===== src/rtl/seg7_pkg.sv =====
// Shared constants for the 8-digit seven-segment scan driver: segment
// encodings, inactive anode/segment patterns and default timing.
package seg7_pkg;

  localparam int REFRESH_DIV_DEF = 50000;
  localparam int BLANK_CYC_DEF   = 4;

  // Active-low segment pattern {g,f,e,d,c,b,a} with every segment dark.
  localparam logic [6:0] SEG_BLANK = 7'h7F;
  // Active-low anodes with every digit switched off.
  localparam logic [7:0] AN_OFF    = 8'hFF;

  // Hex glyphs, active-low {g,f,e,d,c,b,a}; entry n sits at index n.
  localparam logic [15:0][6:0] HEX_SEG = {
    7'h0E, 7'h06, 7'h21, 7'h46,   // F E d C
    7'h03, 7'h08, 7'h10, 7'h00,   // b A 9 8
    7'h78, 7'h02, 7'h12, 7'h19,   // 7 6 5 4
    7'h30, 7'h24, 7'h79, 7'h40    // 3 2 1 0
  };

  // Active-low anode pattern that lights only the selected digit.
  function automatic logic [7:0] anode_mask(input logic [2:0] digit);
    return ~(8'd1 << digit);
  endfunction

endpackage


===== src/rtl/hex_to_seg7.sv =====
// Combinational hex nibble to active-low seven-segment glyph decoder.
module hex_to_seg7
  import seg7_pkg::*;
(
  input  logic [3:0] nib,
  output logic [6:0] seg
);

  assign seg = HEX_SEG[nib];

endmodule


===== src/rtl/seg7_scan_driver.sv =====
// Time-multiplexed driver for an 8-digit common-anode seven-segment display.
// data_in is captured continuously (unless held), copied to a shadow register
// only at frame boundaries so a frame never shows a torn value, and the shadow
// is scanned one nibble per digit slot with a short anode-off guard interval.
module seg7_scan_driver
  import seg7_pkg::*;
#(
  parameter int REFRESH_DIV = REFRESH_DIV_DEF,
  parameter int BLANK_CYC   = BLANK_CYC_DEF
) (
  input  logic        clk,
  input  logic        rst,
  input  logic [31:0] data_in,
  input  logic        hold,
  input  logic        blank_lz,
  output logic [7:0]  an,
  output logic [6:0]  seg,
  output logic        dp,
  output logic        changed
);

  logic [15:0] cnt;
  logic [2:0]  idx;
  logic [31:0] capture;
  logic [31:0] shadow;
  logic        dp_frame;

  logic        wrap;
  logic        frame_end;
  logic [31:0] upper_p0;
  logic [3:0]  nib_p0;
  logic [6:0]  glyph_p0;
  logic        lz_p0;
  logic [7:0]  an_p0;
  logic [6:0]  seg_p0;
  logic        dp_p0;

  assign wrap      = (cnt == 16'(REFRESH_DIV - 1));
  assign frame_end = wrap && (idx == 3'd7);

  // Prescaler and digit index: one slot of REFRESH_DIV cycles per digit.
  always_ff @(posedge clk) begin
    if (!rst) begin
      cnt <= '0;
      idx <= '0;
    end else if (wrap) begin
      cnt <= '0;
      idx <= idx + 3'd1;
    end else begin
      cnt <= cnt + 16'd1;
    end
  end

  // Capture register follows data_in unless frozen by hold.
  always_ff @(posedge clk) begin
    if (!rst) begin
      capture <= '0;
    end else if (!hold) begin
      capture <= data_in;
    end
  end

  // Frame commit: shadow takes the pre-edge capture value; a differing value
  // raises changed for one cycle and lights digit 0's point for one frame.
  always_ff @(posedge clk) begin
    if (!rst) begin
      shadow   <= '0;
      changed  <= 1'b0;
      dp_frame <= 1'b0;
    end else begin
      changed <= 1'b0;
      if (frame_end) begin
        shadow   <= capture;
        changed  <= (capture != shadow);
        dp_frame <= (capture != shadow);
      end
    end
  end

  hex_to_seg7 u_dec (
    .nib (nib_p0),
    .seg (glyph_p0)
  );

  // Stage p0: select nibble, blanking and anode from the current scan state.
  always_comb begin
    upper_p0 = shadow >> {idx, 2'b00};
    nib_p0   = upper_p0[3:0];
    lz_p0    = blank_lz && (idx != 3'd0) && (upper_p0 == 32'd0);
    seg_p0   = lz_p0 ? SEG_BLANK : glyph_p0;
    an_p0    = (cnt < 16'(BLANK_CYC)) ? AN_OFF : anode_mask(idx);
    dp_p0    = !(dp_frame && (idx == 3'd0));
  end

  // Stage p0 -> outputs: register everything driving the display pins.
  always_ff @(posedge clk) begin
    if (!rst) begin
      an  <= AN_OFF;
      seg <= SEG_BLANK;
      dp  <= 1'b1;
    end else begin
      an  <= an_p0;
      seg <= seg_p0;
      dp  <= dp_p0;
    end
  end

endmodule


===== config.mk =====
export PLATFORM = sky130hd
export DESIGN_NAME = seg7_scan_driver
export DESIGN_NICKNAME = d
export VERILOG_FILES = /design/src/rtl/seg7_pkg.sv /design/src/rtl/hex_to_seg7.sv /design/src/rtl/seg7_scan_driver.sv
export SDC_FILE = /design/constraint.sdc
export NUM_CORES = 1
export LEC_CHECK = 0
export BUFFER_PORTS_ARGS = -buffer_cell sky130_fd_sc_hd__clkbuf_2
export CAP_MARGIN = 20
export CORE_ASPECT_RATIO = 2
export CORE_MARGIN = 3
export CORE_UTILIZATION = 35
export DETAILED_ROUTE_END_ITERATION = 7
export GPL_ROUTABILITY_DRIVEN = 0
export GPL_TIMING_DRIVEN = 0
export PLACE_DENSITY = 0.59
export SLEW_MARGIN = 5
export SYNTH_ARGS = -nofsm -noshare
export SYNTH_HDL_FRONTEND = slang
export SYNTH_SLANG_ARGS = --single-unit

===== constraint.sdc =====
create_clock -name clk -period 5.11 [get_ports clk]
set_input_delay 0.511 -clock clk [delete_from_list [all_inputs] [get_ports clk]]
set_output_delay 0.511 -clock clk [all_outputs]
set_load 0.02 [all_outputs]

==> results.py, run 1 <==
metrics = {
    "outcome": {
        "outcome": "finished clean",
    },
    "worst_setup_path": {
        "worstSetupStartpoint": "idx[0]$_SDFFE_PN0N_",
        "crit_chain": "buf_6 > buf_4 > mux4_2 > mux2i_1 > ha_1 > nand3_1 > o41a_1 > o221ai_2",
        "cp-end-kind": "flip-flop",
        "crit_family": "multiplexers",
        "reg2reg_from": "idx[0]$_SDFFE_PN0N_",
        "arrival_ns": 3.31,
        "cp_num_buf_inv": 2,
        "slowest_delay_ns": 0.54,
        "critPathRequiredTime_ns": 5.38,
        "cp_slowest_cell": "mux4_2",
        "path_class": "reg -> reg",
        "cp-start-kind": "flip-flop",
        "worstPathMaxFanout": 10,
    },
    "timing": {
        "tightest_slew_ns": 0.872,
        "hold_viol": 0,
        "drv_slew": 0,
        "period_needed_ns": 3.04,
        "period_share_pct": 59.5,
        "finalClockSkew_ns": 0.00678,
        "rsz0062_at_grt": "no",
        "fin_tns_setup_ns": 0,
        "fmaxAchievable_mhz": 329,
        "slew_headroom_pct": 41.9,
        "finalSetupViolations": 0,
    },
    "logic_synthesis": {
        "synthArstFlopShare_pct": 0,
        "yosys.area.top_type": "dfxtp_1",
        "synth_top_area_share_pct": 42.7,
        "syn_nets": 577,
        "syn_area_sq_um": 4730,
        "yosys-top-cells-area": "dfxtp_1 43%, mux2i_1 7.6%, xnor2_1 6.8%",
        "ys.flop_type": "dfxtp_1",
        "synth_edf_count": 0,
        "ys_seq_area_share_pct": 42.7,
        "ys_warn_count": 0,
        "synth_cell_type_count": 47,
        "postSynthCellCount": 529,
        "ys_ff_latch": 101,
        "yosysMostFrequentCell": "dfxtp_1",
        "syn_avg_cell_area_sq_um": 8.95,
        "ys_top_cells_by_count": "101 x dfxtp_1, 71 x nor2_1, 54 x nand2_1, 43 x a21oi_1, 43 x nand3_1",
    },
    "cts": {
        "cts_max_path_buffers": 2,
        "clock-sinks": 101,
        "cts_made_buffers": 9,
        "post_cts.repair.setup_buffers": 0,
        "cts_root_buf": "clkbuf_16",
        "cts_tree": "yes",
        "post_cts_resized": 0,
        "insertion_delay_ns": 0.35,
        "clkTransAtPathRegs_ns": 0.07,
        "htreeDepth": 3,
        "ctsHoldBuffers": 0,
    },
    "global_routing": {
        "antenna_found_initial": 0,
        "grt_pass1_wl_microns": 20500,
        "track_usage_pct": 17.8,
        "grt_pass1_vias": 4118,
        "grt_max_degree": 17,
        "grt_overflow": 0,
    },
    "place": {
        "placed_cell_area_sq_um": 5180,
        "port-buffer-count": 51,
        "placed_cells": 732,
        "dp_hpwl_microns": 10000,
    },
    "routing": {
        "first_iter_violations": 238,
        "num_vias": 4016,
        "wire_per_inst_microns": 17.2,
        "dr.pass1.iters": 4,
        "drc_errors": 0,
        "wirelength_microns": 12900,
        "drtAntennaViolNets": 0,
        "avgViaCountPerCell": 5.37,
    },
    "finish": {
        "utilization_pct": 41.8,
        "stdcell_area_sq_um": 5490,
        "final_layout_size_suffix_gt1_share_pct": 14.8,
        "finalNetCount": 639,
        "syn_to_final_growth_pct": 15.9,
        "stdcell_count": 748,
        "diodes": 0,
        "nFillCells": 1349,
    },
    "floorplan": {
        "initial_core_util_pct": 36.0,
        "ios": 53,
        "placementRows": 59,
        "die_w_microns": 88.2,
        "die-area_sq_um": 15000,
        "die-height_microns": 170,
        "coreArea_sq_um": 13100,
    },
    "power": {
        "p_leak_uw": 0.00214,
        "power_density_nw_per_um2": 297,
        "ir_drop_v": 0.000135,
        "design_power_total_uw": 1630,
    },
    "worst_hold_path": {
        "hp-start": "data_in[31]",
        "hp-class": "in -> reg",
    },
    "run": {
        "maxCapViolations": 0,
    },
}
[logic make-up (layout without fill, tap and decap cells)]
kind of cell	Yosys count	after routing	share of synthesized area, %
AOI/OAI and AO/OA	70	70	8.99
DFF	101	101	42.7
xor gates and xnor gates	47	47	8.69
buffers and inverters	38	105	3.44
adders and majority gates	12	12	3.17
and+or+nand+nor	215	215	20.7
muxes	46	46	12.3
[per-layer routing]
layer | track usage, % | vias to the layer above | share of wire [%]
met4 | 10.7 | 0 | 4.9
met2 | 33.6 | 86 | 56
met1 | 17.5 | 1934 | 36
li1 | - | 1964 | -
met5 | 0 | - | 0
met3 | 2.76 | 32 | 3.1
[final timing paths]
path	end	slack, ns	cells after the start
worst max-delay path	seg[2]$_SDFF_PP1_	2.07	8
worst min-delay path	capture[31]$_SDFFE_PN0N_	0.39	3
worst max register to register	seg[2]$_SDFF_PP1_	2.07	8
worst min register to register	dp$_SDFF_PN1_	0.41	1
[state kept, by name, summed over array words and instances, names as in the netlist]
register and flops:
idx 3, changed 1, seg 7, an 8
shadow 32, dp_frame 1, cnt 16, dp 1
capture 32
[report_power, final]
group | switching [uW] | internal [uW] | total [uW]
clock | 299 | 409 | 709
combinational | 53.4 | 44.6 | 97.9
sequential | 18.2 | 807 | 825
[metrics by stage]
| stage | hold WS (ns) | setup WS (ns) |
|---|---|---|
| 4_1_cts | 0.383 | 2.06 |
| 2_1_floorplan | 0.371 | 2.63 |
| 5_1_grt | 0.397 | 1.87 |
| 3_3_place_gp | 0.392 | 2.16 |
| 3_5_place_dp | 0.390 | 2.10 |
| 6_report | 0.391 | 2.07 |
[area by class of cell]
type	count	area [sq um]	share of cell area, %
Buffer	30	133	2.42
Sequential cell	101	2020	36.8
Clock buffer	12	256	4.67
Inverter	8	30.0	0.547
Multi-Input combinational cell	390	2550	46.5
Tap cell	152	190	3.46
Timing Repair Buffer	51	255	4.65
Clock inverter	4	52.6	0.957
[placed cells by master (no fill, tap or decap), types with 2 or more instances in the layout]
master     count
mux4_2         4
nand2b_1       3
inv_1          6
clkbuf_8       2
xor2_1        10
dfxtp_1      101
xnor2_1       37
a211oi_1       4
mux4_1         4
ha_1          12
or3_1          2
nor3_1         9
o21ai_1        6
nand4_1       13
nor2_1        71
clkbuf_2      51
nand2_1       54
buf_1          4
clkbuf_16      9
nand3_1       43
inv_2          2
clkbuf_1      18
and2_1         4
inv_6          2
a31oi_1        2
mux2i_1       36
buf_2          7
a22oi_1        2
a21oi_1       43
and3_1         6
nor4_1         6
o21ai_0        2
[worst min-delay path, delay by kind of cell]
kind | cells | cell delay [ns]
buffers and inverters | 1 | 0.07
AND/OR/NAND/NOR | 1 | 0.07
multiplexers | 1 | 0.05
(Power assumes the default switching activity.)
==> run 2, diff against run 1 <==
- clock period: 5.11 -> 2.8 ns (I/O delays scaled with it)
==> run 2 against run 1 <==
Count of clock-buffer cells in the layout stayed put. Hold slack worse by 0.23 ns. Critical endpoint unchanged. Worst setup slack worse by 1.9 ns.
==> results.py, run 2 (synthesized netlist as in run 1, its figures left out) <==
metrics = {
    "cts": {
        "htreeDepth": 3,
        "clock-sinks": 101,
        "clkTransAtPathRegs_ns": 0.07,
        "cts_max_path_buffers": 2,
        "insertion_delay_ns": 0.35,
        "cts_root_buf": "clkbuf_16",
        "cts_tree": "yes",
        "cts_made_buffers": 9,
    },
    "floorplan": {
        "initial_core_util_pct": 36.0,
        "placementRows": 59,
        "die-area_sq_um": 15000,
        "die-height_microns": 170,
        "coreArea_sq_um": 13100,
        "ios": 53,
        "die_w_microns": 88.2,
    },
    "finish": {
        "utilization_pct": 42.2,
        "multi_input_area_sq_um": 2590,
        "syn_to_final_growth_pct": 17.2,
        "largestRegisters": "capture x32, shadow x32, cnt x16",
        "seq_area_sq_um": 2030,
        "diodes": 0,
        "final_layout_size_suffix_gt1_share_pct": 15.9,
        "nFillCells": 1342,
        "layout_commonest_cell": "dfxtp_1",
        "finalNetCount": 641,
        "final_cell_mix": "100 x dfxtp_1, 71 x nor2_1, 54 x nand2_1",
        "stdcell_count": 750,
    },
    "power": {
        "design_power_total_uw": 2980,
        "ir_drop_v": 0.000248,
        "p_leak_uw": 0.00215,
        "power_density_nw_per_um2": 537,
    },
    "global_routing": {
        "grt_pass1_vias": 4112,
        "track_usage_pct": 17.8,
        "grt_pass1_wl_microns": 20500,
        "antenna_found_initial": 0,
        "grt_max_degree": 17,
        "grt_overflow": 0,
    },
    "timing": {
        "fmaxAchievable_mhz": 376,
        "finalSetupViolations": 0,
        "period_share_pct": 94.9,
        "fin_tns_setup_ns": 0,
        "finalClockSkew_ns": 0.00634,
        "drv_slew": 0,
        "slew_headroom_pct": 40.3,
        "hold_viol": 0,
        "period_needed_ns": 2.66,
        "timing.hold.ws_ns": 0.160,
        "tightest_slew_ns": 0.896,
    },
    "worst_setup_path": {
        "crit_family": "multiplexers",
        "worstPathMaxFanout": 10,
        "cp-end-kind": "flip-flop",
        "path_class": "reg -> reg",
        "crit_chain": "buf_6 > buf_4 > mux4_2 > mux2i_4 > ha_4 > nand3_1 > o41a_1 > o221ai_2",
        "cp-start-kind": "flip-flop",
        "critPathRequiredTime_ns": 3.07,
        "cp_slowest_cell": "mux4_2",
        "slowest_delay_ns": 0.57,
        "arrival_ns": 2.93,
        "cp_num_buf_inv": 2,
    },
    "routing": {
        "drc_errors": 0,
        "avgViaCountPerCell": 5.38,
        "drtAntennaViolNets": 0,
        "wirelength_microns": 12800,
        "dr.pass1.iters": 4,
        "first_iter_violations": 253,
        "num_vias": 4034,
        "wire_per_inst_microns": 17.1,
    },
    "place": {
        "port-buffer-count": 51,
        "dp_hpwl_microns": 10000,
        "placed_cells": 732,
    },
    "outcome": {
        "outcome": "finished clean",
    },
    "run": {
        "maxCapViolations": 0,
    },
    "worst_hold_path": {
        "hp-class": "in -> reg",
    },
}
[run 2: cell count changes in the layout (fill, tap and decap cells not counted), sizes merged]
cell and delta:
buf +2
[run 2: path summary, 6_finish.rpt]
check | start | end | slack, ns | depth (start not counted)
worst max-delay path | idx[0]$_SDFFE_PN0N_ | seg[2]$_SDFF_PP1_ | 0.14 | 8
worst min-delay path | data_in[31] | capture[31]$_SDFFE_PN0N_ | 0.16 | 3
worst max register to register | idx[0]$_SDFFE_PN0N_ | seg[2]$_SDFF_PP1_ | 0.14 | 8
worst min register to register | dp_frame$_SDFFE_PN0N_ | dp$_SDFF_PN1_ | 0.41 | 1
[run 2: final cells by class]
| type | instances | area share (%) |
|---|---|---|
| Sequential cell | 101 | 36.5 |
| Inverter | 8 | 0.541 |
| Timing Repair Buffer | 53 | 4.87 |
| Tap cell | 152 | 3.43 |
| Clock inverter | 4 | 0.947 |
| Clock buffer | 12 | 4.62 |
| Multi-Input combinational cell | 390 | 46.7 |
| Buffer | 30 | 2.41 |
[run 2: repair_timing]
item,4_1_cts,5_1_grt
setup buffers,0,2
pin swaps,0,1
hold buffers,0,0
setup endpoints to repair,7,5
gates resized for setup,6,3
[run 2: report_power, final]
| part | switching [uW] | internal, uW | leakage (uW) |
|---|---|---|---|
| combinational | 97.7 | 81.3 | 0.00117 |
| sequential | 33.3 | 1470 | 0.000824 |
| clock | 548 | 747 | 0.000154 |
[run 2: worst reg2reg max path, cell delays in order (launching register included)]
cell and delay [ns]:
dfxtp_4 0.41, buf_6 0.17, buf_4 0.19, mux4_2 0.57
mux2i_4 0.27, ha_4 0.21, nand3_1 0.08, o41a_1 0.49
o221ai_2 0.19
[run 2: routing by layer]
| layer | wire length, microns | up-vias | track usage (%) |
|---|---|---|---|
| li1 | - | 1972 | - |
| met1 | 4460 | 1913 | 17.3 |
| met2 | 7180 | 112 | 33.8 |
| met3 | 552 | 37 | 2.81 |
| met4 | 646 | 0 | 10.3 |
| met5 | 0 | - | 0 |
[run 2: through the flow]
stage               setup slack [ns]  area [sq um]
floorplan                      0.320          4730
finish                         0.142          5550
detailed placement            -0.209          5180
CTS                           0.0816          5520
global placement              -0.146          5180
global route                 -0.0150          5550
